--- config.mk ---
export PLATFORM = sky130hd
export DESIGN_NAME = rom_arbiter
export DESIGN_NICKNAME = d
export VERILOG_FILES = /design/src/rtl/rom_arbiter.sv
export SDC_FILE = /design/constraint.sdc
export NUM_CORES = 1
export LEC_CHECK = 0
export ABC_AREA = 1
export CORE_MARGIN = 5
export CORE_UTILIZATION = 40
export CTS_BUF_LIST = sky130_fd_sc_hd__clkbuf_8 sky130_fd_sc_hd__clkbuf_16
export CTS_CLUSTER_DIAMETER = 40
export CTS_CLUSTER_SIZE = 16
export DETAILED_ROUTE_END_ITERATION = 16
export MAX_ROUTING_LAYER = met4
export PLACE_DENSITY = 0.8
export SLEW_MARGIN = 30
export SYNTH_ARGS = -nofsm -noshare
export SYNTH_HDL_FRONTEND = slang
export SYNTH_SLANG_ARGS = --single-unit
--- constraint.sdc ---
create_clock -name clk -period 1.4 [get_ports clk]
set_input_delay 0.35 -clock clk [delete_from_list [all_inputs] [get_ports clk]]
set_output_delay 0.35 -clock clk [all_outputs]
set_load 0.005 [all_outputs]
--- src/rtl/rom_arbiter.sv ---
// rom_arbiter: shares the single combinational program ROM between the
// instruction-fetch port and the data-load port. One requester is granted
// per cycle (round-robin on conflict); the ROM word is returned one cycle
// later on the winner's registered response bus.
module rom_arbiter #(
    parameter int ADDR_W = 8,
    parameter int DATA_W = 16
) (
    input  logic              clk,
    input  logic              rst,
    input  logic              f_req,
    input  logic [ADDR_W-1:0] f_addr,
    output logic              f_gnt,
    output logic              f_rvalid,
    output logic [DATA_W-1:0] f_rdata,
    input  logic              d_req,
    input  logic [ADDR_W-1:0] d_addr,
    output logic              d_gnt,
    output logic              d_rvalid,
    output logic [DATA_W-1:0] d_rdata,
    output logic [ADDR_W-1:0] rom_address,
    input  logic [DATA_W-1:0] rom_data
);

    // last_grant_r: 1'b0 = fetch won last, 1'b1 = data won last
    logic              last_grant_r;
    logic              f_gnt_s;
    logic              d_gnt_s;
    logic [ADDR_W-1:0] rom_address_s;
    logic              f_rvalid_r;
    logic              d_rvalid_r;
    logic [DATA_W-1:0] f_rdata_r;
    logic [DATA_W-1:0] d_rdata_r;

    // Grant decision: a lone requester wins, a conflict goes to the port
    // that did not win last; nothing is granted while reset is held.
    always_comb begin
        f_gnt_s = 1'b0;
        d_gnt_s = 1'b0;
        if (rst) begin
            f_gnt_s = 1'b0;
            d_gnt_s = 1'b0;
        end else if (f_req && d_req) begin
            if (last_grant_r) begin
                f_gnt_s = 1'b1;
            end else begin
                d_gnt_s = 1'b1;
            end
        end else if (f_req) begin
            f_gnt_s = 1'b1;
        end else if (d_req) begin
            d_gnt_s = 1'b1;
        end else begin
            f_gnt_s = 1'b0;
            d_gnt_s = 1'b0;
        end
    end

    // ROM address mux: the winner's address, otherwise zero.
    always_comb begin
        rom_address_s = {ADDR_W{1'b0}};
        if (f_gnt_s) begin
            rom_address_s = f_addr;
        end else if (d_gnt_s) begin
            rom_address_s = d_addr;
        end else begin
            rom_address_s = {ADDR_W{1'b0}};
        end
    end

    // Round-robin history; idle cycles leave it untouched.
    always_ff @(posedge clk or posedge rst) begin
        if (rst) begin
            last_grant_r <= 1'b1;
        end else if (f_gnt_s) begin
            last_grant_r <= 1'b0;
        end else if (d_gnt_s) begin
            last_grant_r <= 1'b1;
        end else begin
            last_grant_r <= last_grant_r;
        end
    end

    // Fetch response: valid exactly the cycle after a fetch grant; data holds otherwise.
    always_ff @(posedge clk or posedge rst) begin
        if (rst) begin
            f_rvalid_r <= 1'b0;
            f_rdata_r  <= {DATA_W{1'b0}};
        end else begin
            f_rvalid_r <= f_gnt_s;
            if (f_gnt_s) begin
                f_rdata_r <= rom_data;
            end else begin
                f_rdata_r <= f_rdata_r;
            end
        end
    end

    // Data-load response: valid exactly the cycle after a data grant; data holds otherwise.
    always_ff @(posedge clk or posedge rst) begin
        if (rst) begin
            d_rvalid_r <= 1'b0;
            d_rdata_r  <= {DATA_W{1'b0}};
        end else begin
            d_rvalid_r <= d_gnt_s;
            if (d_gnt_s) begin
                d_rdata_r <= rom_data;
            end else begin
                d_rdata_r <= d_rdata_r;
            end
        end
    end

    assign f_gnt       = f_gnt_s;
    assign d_gnt       = d_gnt_s;
    assign rom_address = rom_address_s;
    assign f_rvalid    = f_rvalid_r;
    assign f_rdata     = f_rdata_r;
    assign d_rvalid    = d_rvalid_r;
    assign d_rdata     = d_rdata_r;

endmodule

==> impl_metrics.json, run 1 <==
{
  "clkTransAtPathRegs_ns": 0.06,
  "met3WireLength_um": 457,
  "tightest_slew_ns": 0.2383,
  "met2_length_mm": 2.441,
  "utilization_pct": 68.00,
  "fill_cells": 349,
  "worst_ir_drop_vdd_v": 0.0004225,
  "drt_drc_violations_left": 0,
  "crit_fanout": 5,
  "reg2reg_depth": 5,
  "drv_cap": 0,
  "hold_class": "in -> async",
  "yosys.area.top_type": "dfrtp_1",
  "rsz0062_at_grt": "yes",
  "area_growth_pct": 67.35,
  "power_density_nw_per_um2": 1042,
  "critPathCaptureType": "output port",
  "stdcell_count": 335,
  "fp-row-count": 23,
  "crit_type": "reg -> out",
  "grt_pass1_wl_mm": 8.197,
  "async_flop_share_pct": 100.0,
  "violations": "setup timing",
  "max_clock_freq_mhz": 589.5,
  "dp_cells": 311,
  "synth_edf_count": 0,
  "yosys-top-cells-count": "75 x nand2_1, 34 x dfrtp_1, 24 x nand3_1, 24 x nand4_1, 8 x buf_2",
  "critPathArrivalTime_ns": 1.35,
  "required_ns": 1.05,
  "top_layer_used": "met4",
  "multi_input_area_um2": 634.4,
  "route.vias.total": 1700,
  "fin_tns_setup_ns": -2.661,
  "ys_seq_elements": 35,
  "synth_area_um2": 1590,
  "cts_sinks": 35,
  "fin_ws_ns": -0.2963,
  "syn_area_per_cell_um2": 8.738,
  "synth.most_common_cell": "nand2_1",
  "antenna_found_initial": 0,
  "die_w_um": 73.06,
  "initialDrtViolationCount": 142,
  "maxSlewViolCount": 0,
  "diodes": 0,
  "wl_per_cell_um": 15.06,
  "htree_levels": 2,
  "gp_congestion": 0.8170,
  "grt.total_usage_pct": 20.76,
  "drive_gt1_share_pct": 20.35,
  "hold_violations": 0,
  "firstDrtPassIters": 4,
  "wl_met1_mm": 2.059,
  "syn_inst": 182,
  "grt_overflow": 0,
  "drt_wl_total_mm": 5.046,
  "synth_nets": 218,
  "dieHeight_um": 73.06,
  "yosysTopAreaCellShare_pct": 53.50,
  "grt_max_degree": 30,
  "routed_via_density": 5.075,
  "p_leak_nw": 1.454,
  "period_share_pct": 121.2,
  "start_util_pct": 40.63,
  "port_buffers": 79,
  "cts_inserted_buffers": 5,
  "design.core.area_um2": 3914,
  "ys.flop_type": "dfrtp_1",
  "relSlewSlack_pct": 84.11,
  "synth_cell_types": 14,
  "setup_viol": 10,
  "start_kind": "register",
  "yosysSeqAreaShare_pct": 55.15,
  "synth_area_leaders": "dfrtp_1 54%, nand2_1 18%, nand4_1 9.4%",
  "root_buffer": "clkbuf_8",
  "cts_tree": "yes",
  "outcome": "complete, but fails checks",
  "fin_nets": 322,
  "finClkSkew_ns": 0.002889,
  "first_global_vias": 1730,
  "die_area_um2": 5337,
  "ff2ff_setup_slack_ns": 0.14,
  "cts_max_path_buffers": 2,
  "r2r-start": "last_grant_r$_DFFE_PP1P_",
  "clk_latency_ns": 0.28,
  "ant_nets": 0,
  "r2r-end": "d_rdata[14]$_DFFE_PP0N_",
  "regArea_um2": 877.1,
  "dpl.hpwl_mm": 3.582,
  "yosys_warnings": 0,
  "ioPinCount": 80,
  "hold_buffers": 0,
  "period_minus_slack_ns": 1.696
}
-- sequential cells by signal, indices dropped and copies added, names as in the netlist --
| register | flops |
|---|---|
| d_rdata | 16 |
| d_rvalid | 1 |
| f_rdata | 16 |
| f_rvalid | 1 |
| last_grant_r | 1 |
-- final cells by class --
class	count	area share [%]
clock buffers	5	2.586
multi-input cells	129	23.84
repair buffers	109	37.00
inverters	6	1.128
clock inverters	1	0.1410
flip-flops and latches	35	32.96
well taps	50	2.351
-- worst max-delay path by stage --
stage | from | to | slack, ns | cells after the start
final | last_grant_r$_DFFE_PP1P_ | rom_address[7] | -0.30 | 5
after global routing | last_grant_r$_DFFE_PP1P_ | rom_address[6] | -0.36 | 5
after CTS | last_grant_r$_DFFE_PP1P_ | rom_address[5] | -0.31 | 5
after detailed placement | f_req | rom_address[0] | -0.81 | 6
after global placement | rst | rom_address[4] | -0.80 | 5
after floorplan | rst | d_rdata[10]$_DFFE_PP0N_ | 0.03 | 4
-- power breakdown --
part / internal (mW) / switching, mW
clock network: 0.324 / 0.321
registers: 1.19 / 0.0928
logic: 0.463 / 0.386
-- logic make-up after synthesis --
kind of cell | Yosys count | share of synthesized area [%]
simple gates | 128 | 38.32
flops | 35 | 55.15
buf+inv | 19 | 6.530
-- placed cells by master (no fill, tap or decap), drive strengths merged --
master,netlist,final
buf,13,38
bufbuf,0,1
clkbuf,0,6
clkdlybuf4s15,0,1
clkdlybuf4s50,0,32
dfrtp,34,34
dfstp,1,1
dlygate4sd2,0,36
inv,6,7
nand2,78,79
nand3,25,25
nand4,24,24
nor2,1,1
-- critical path, cell delays in order, from the launching register on --
cell,delay (ns)
dfstp_2,0.59
nand2_4,0.10
buf_6,0.13
nand4_1,0.07
nand2_1,0.05
buf_2,0.12
-- stage by stage --
step	hold slack [ns]	worst slack [ns]	area, um^2	total power, mW
6_report	0.4339	-0.2963	2661	2.774
5_1_grt	0.4540	-0.3636	2661	2.938
4_1_cts	0.4150	-0.3089	2663	2.800
3_5_place_dp	0.4579	-0.8083	2472	2.183
3_3_place_gp	0.4528	-0.8033	2472	2.159
2_1_floorplan	0.4650	0.02813	1590	1.594
-- routing by layer --
layer / track usage [%] / up-vias
li1: - / 815
met1: 24.98 / 784
met2: 34.66 / 91
met3: 3.857 / 10
met4: 7.377 / 0
met5: - / -
-- timing repair --
action,CTS,global route
resized for setup,91,2
buffers inserted,16,0
pin swaps,11,1
setup endpoints to repair,56,14
cloned,2,0
Note: power is estimated with default switching activity, not from simulation.
==> inputs of run 2 (changes only) <==
SKIP_CTS_REPAIR_TIMING = 1   (was unset)
==> impl_metrics.json, run 2 (synthesized netlist as in run 1, its figures left out) <==
{
  "outcome": "complete, but fails checks",
  "violations": "setup timing",
  "htree_levels": 2,
  "drv_cap": 0,
  "antenna_found_initial": 0,
  "drt_wl_total_mm": 4.967,
  "cts_tree": "yes",
  "crit_type": "reg -> out",
  "r2r-start": "last_grant_r$_DFFE_PP1P_",
  "ff2ff_setup_slack_ns": 0.11,
  "port_buffers": 79,
  "critPathCaptureType": "output port",
  "gp_congestion": 0.8170,
  "regArea_um2": 877.1,
  "setup_viol": 10,
  "grt.total_usage_pct": 18.59,
  "root_buffer": "clkbuf_8",
  "final_common_cell": "nand2_1",
  "die_w_um": 73.06,
  "crit_cells": 5,
  "finClkSkew_ns": 0.001479,
  "grt_max_degree": 30,
  "wl_per_cell_um": 14.83,
  "grt_pass1_wl_mm": 7.355,
  "multi_input_area_um2": 660.6,
  "max_clock_freq_mhz": 605.7,
  "fin_ws_ns": -0.2511,
  "route.vias.total": 1687,
  "worst_ir_drop_vdd_v": 0.0004151,
  "die_area_um2": 5337,
  "fin_tns_setup_ns": -2.264,
  "worst_hold_slack_ns": 0.2438,
  "maxSlewViolCount": 0,
  "dpl.hpwl_mm": 3.582,
  "crit_fanout": 5,
  "firstDrtPassIters": 4,
  "period_share_pct": 117.9,
  "start_util_pct": 40.63,
  "clkTransAtPathRegs_ns": 0.06,
  "dieHeight_um": 73.06,
  "p_leak_nw": 1.788,
  "area_growth_pct": 74.98,
  "initialDrtViolationCount": 105,
  "diodes": 0,
  "critPathArrivalTime_ns": 1.30,
  "required_ns": 1.05,
  "fp-row-count": 23,
  "crit_path_start": "last_grant_r$_DFFE_PP1P_",
  "max_stage_delay_ns": 0.58,
  "cts_sinks": 35,
  "hold_class": "in -> async",
  "fill_cells": 347,
  "ioPinCount": 80,
  "endpoint": "rom_address[4]",
  "rsz0062_at_grt": "yes",
  "slowest_stage": "dfstp_2",
  "cp_top_family": "flip-flops",
  "design.core.area_um2": 3914,
  "utilization_pct": 71.10,
  "reg2reg_depth": 5,
  "layout_common_cells": "75 x nand2_1, 37 x dlymetal6s2s_1, 34 x dfrtp_1",
  "drt_drc_violations_left": 0,
  "relSlewSlack_pct": 78.32,
  "hold_violations": 0,
  "power_density_nw_per_um2": 1028,
  "placedInstanceArea_um2": 2472,
  "path_cells": "inv_4, nand2_4, nand3_1, nand2_1, clkbuf_2",
  "drive_gt1_share_pct": 21.40,
  "stdcell_area_um2": 2783,
  "cts_inserted_buffers": 5,
  "routed_via_density": 5.036,
  "critPathBufInv": 2,
  "cts_max_path_buffers": 2,
  "clk_latency_ns": 0.28,
  "grt_overflow": 0,
  "fin_nets": 322,
  "total_power_mw": 2.860,
  "start_kind": "register",
  "ant_nets": 0,
  "period_minus_slack_ns": 1.651,
  "r2r-end": "d_rdata[13]$_DFFE_PP0N_",
  "tightest_slew_ns": 0.3251,
  "first_global_vias": 1566
}
==> run 2: cell count changes in the layout (fill, tap and decap cells not counted), sizes merged <==
cell	before	now
dlygate4sd2	36	0
clkinv	0	1
dlymetal6s2s	0	37
clkbuf	6	11
buf	38	33
bufbuf	1	0
clkdlybuf4s15	1	0
inv	7	6
nor2	1	2
==> run 2: worst min-delay path by stage <==
stage	start	endpoint	slack, ns
after floorplan	f_rdata[0]$_DFFE_PP0P_	f_rdata[0]$_DFFE_PP0P_	0.46
after global placement	f_rdata[2]$_DFFE_PP0P_	f_rdata[2]$_DFFE_PP0P_	0.45
after detailed placement	f_rdata[14]$_DFFE_PP0P_	f_rdata[14]$_DFFE_PP0P_	0.46
after CTS	f_rdata[14]$_DFFE_PP0P_	f_rdata[14]$_DFFE_PP0P_	0.47
after global routing	rst	f_rdata[0]$_DFFE_PP0P_	0.27
final	rst	f_rdata[0]$_DFFE_PP0P_	0.24
==> run 2: area by class of cell <==
cell class                 count  share of cell area, %
clock buffer                   5                  2.473
inverter                       6                  1.169
clock inverter                 1                 0.1349
tap                           50                  2.248
sequential                    35                  31.52
multi-input combinational    130                  23.74
timing repair buffer         108                  38.71
==> run 2: report_power, final <==
part	switching, mW	total, mW	leakage [nW]	internal [mW]
registers	0.0934	1.28	0.434	1.19
logic	0.393	0.932	1.31	0.539
clock network	0.323	0.646	0.0413	0.323
==> run 2: worst min-delay path: stages <==
cell and delay [ns]:
dlymetal6s2s_1 0.20, clkinv_4 0.16, buf_4 0.14
==> run 2: layer usage <==
layer | global-route usage (%) | vias to the layer above | wire length [um]
met4 | 6.148 | 0 | 64
met5 | - | - | 0
met3 | 4.270 | 7 | 469
met1 | 23.31 | 786 | 2070
li1 | - | 815 | -
met2 | 29.59 | 79 | 2362
==> run 2: metrics by stage <==
step	cells	setup WS, ns
finish	335	-0.2511
global placement	311	-0.8033
CTS	317	-0.8105
global route	335	-0.2889
detailed placement	311	-0.8083
floorplan	182	0.02813
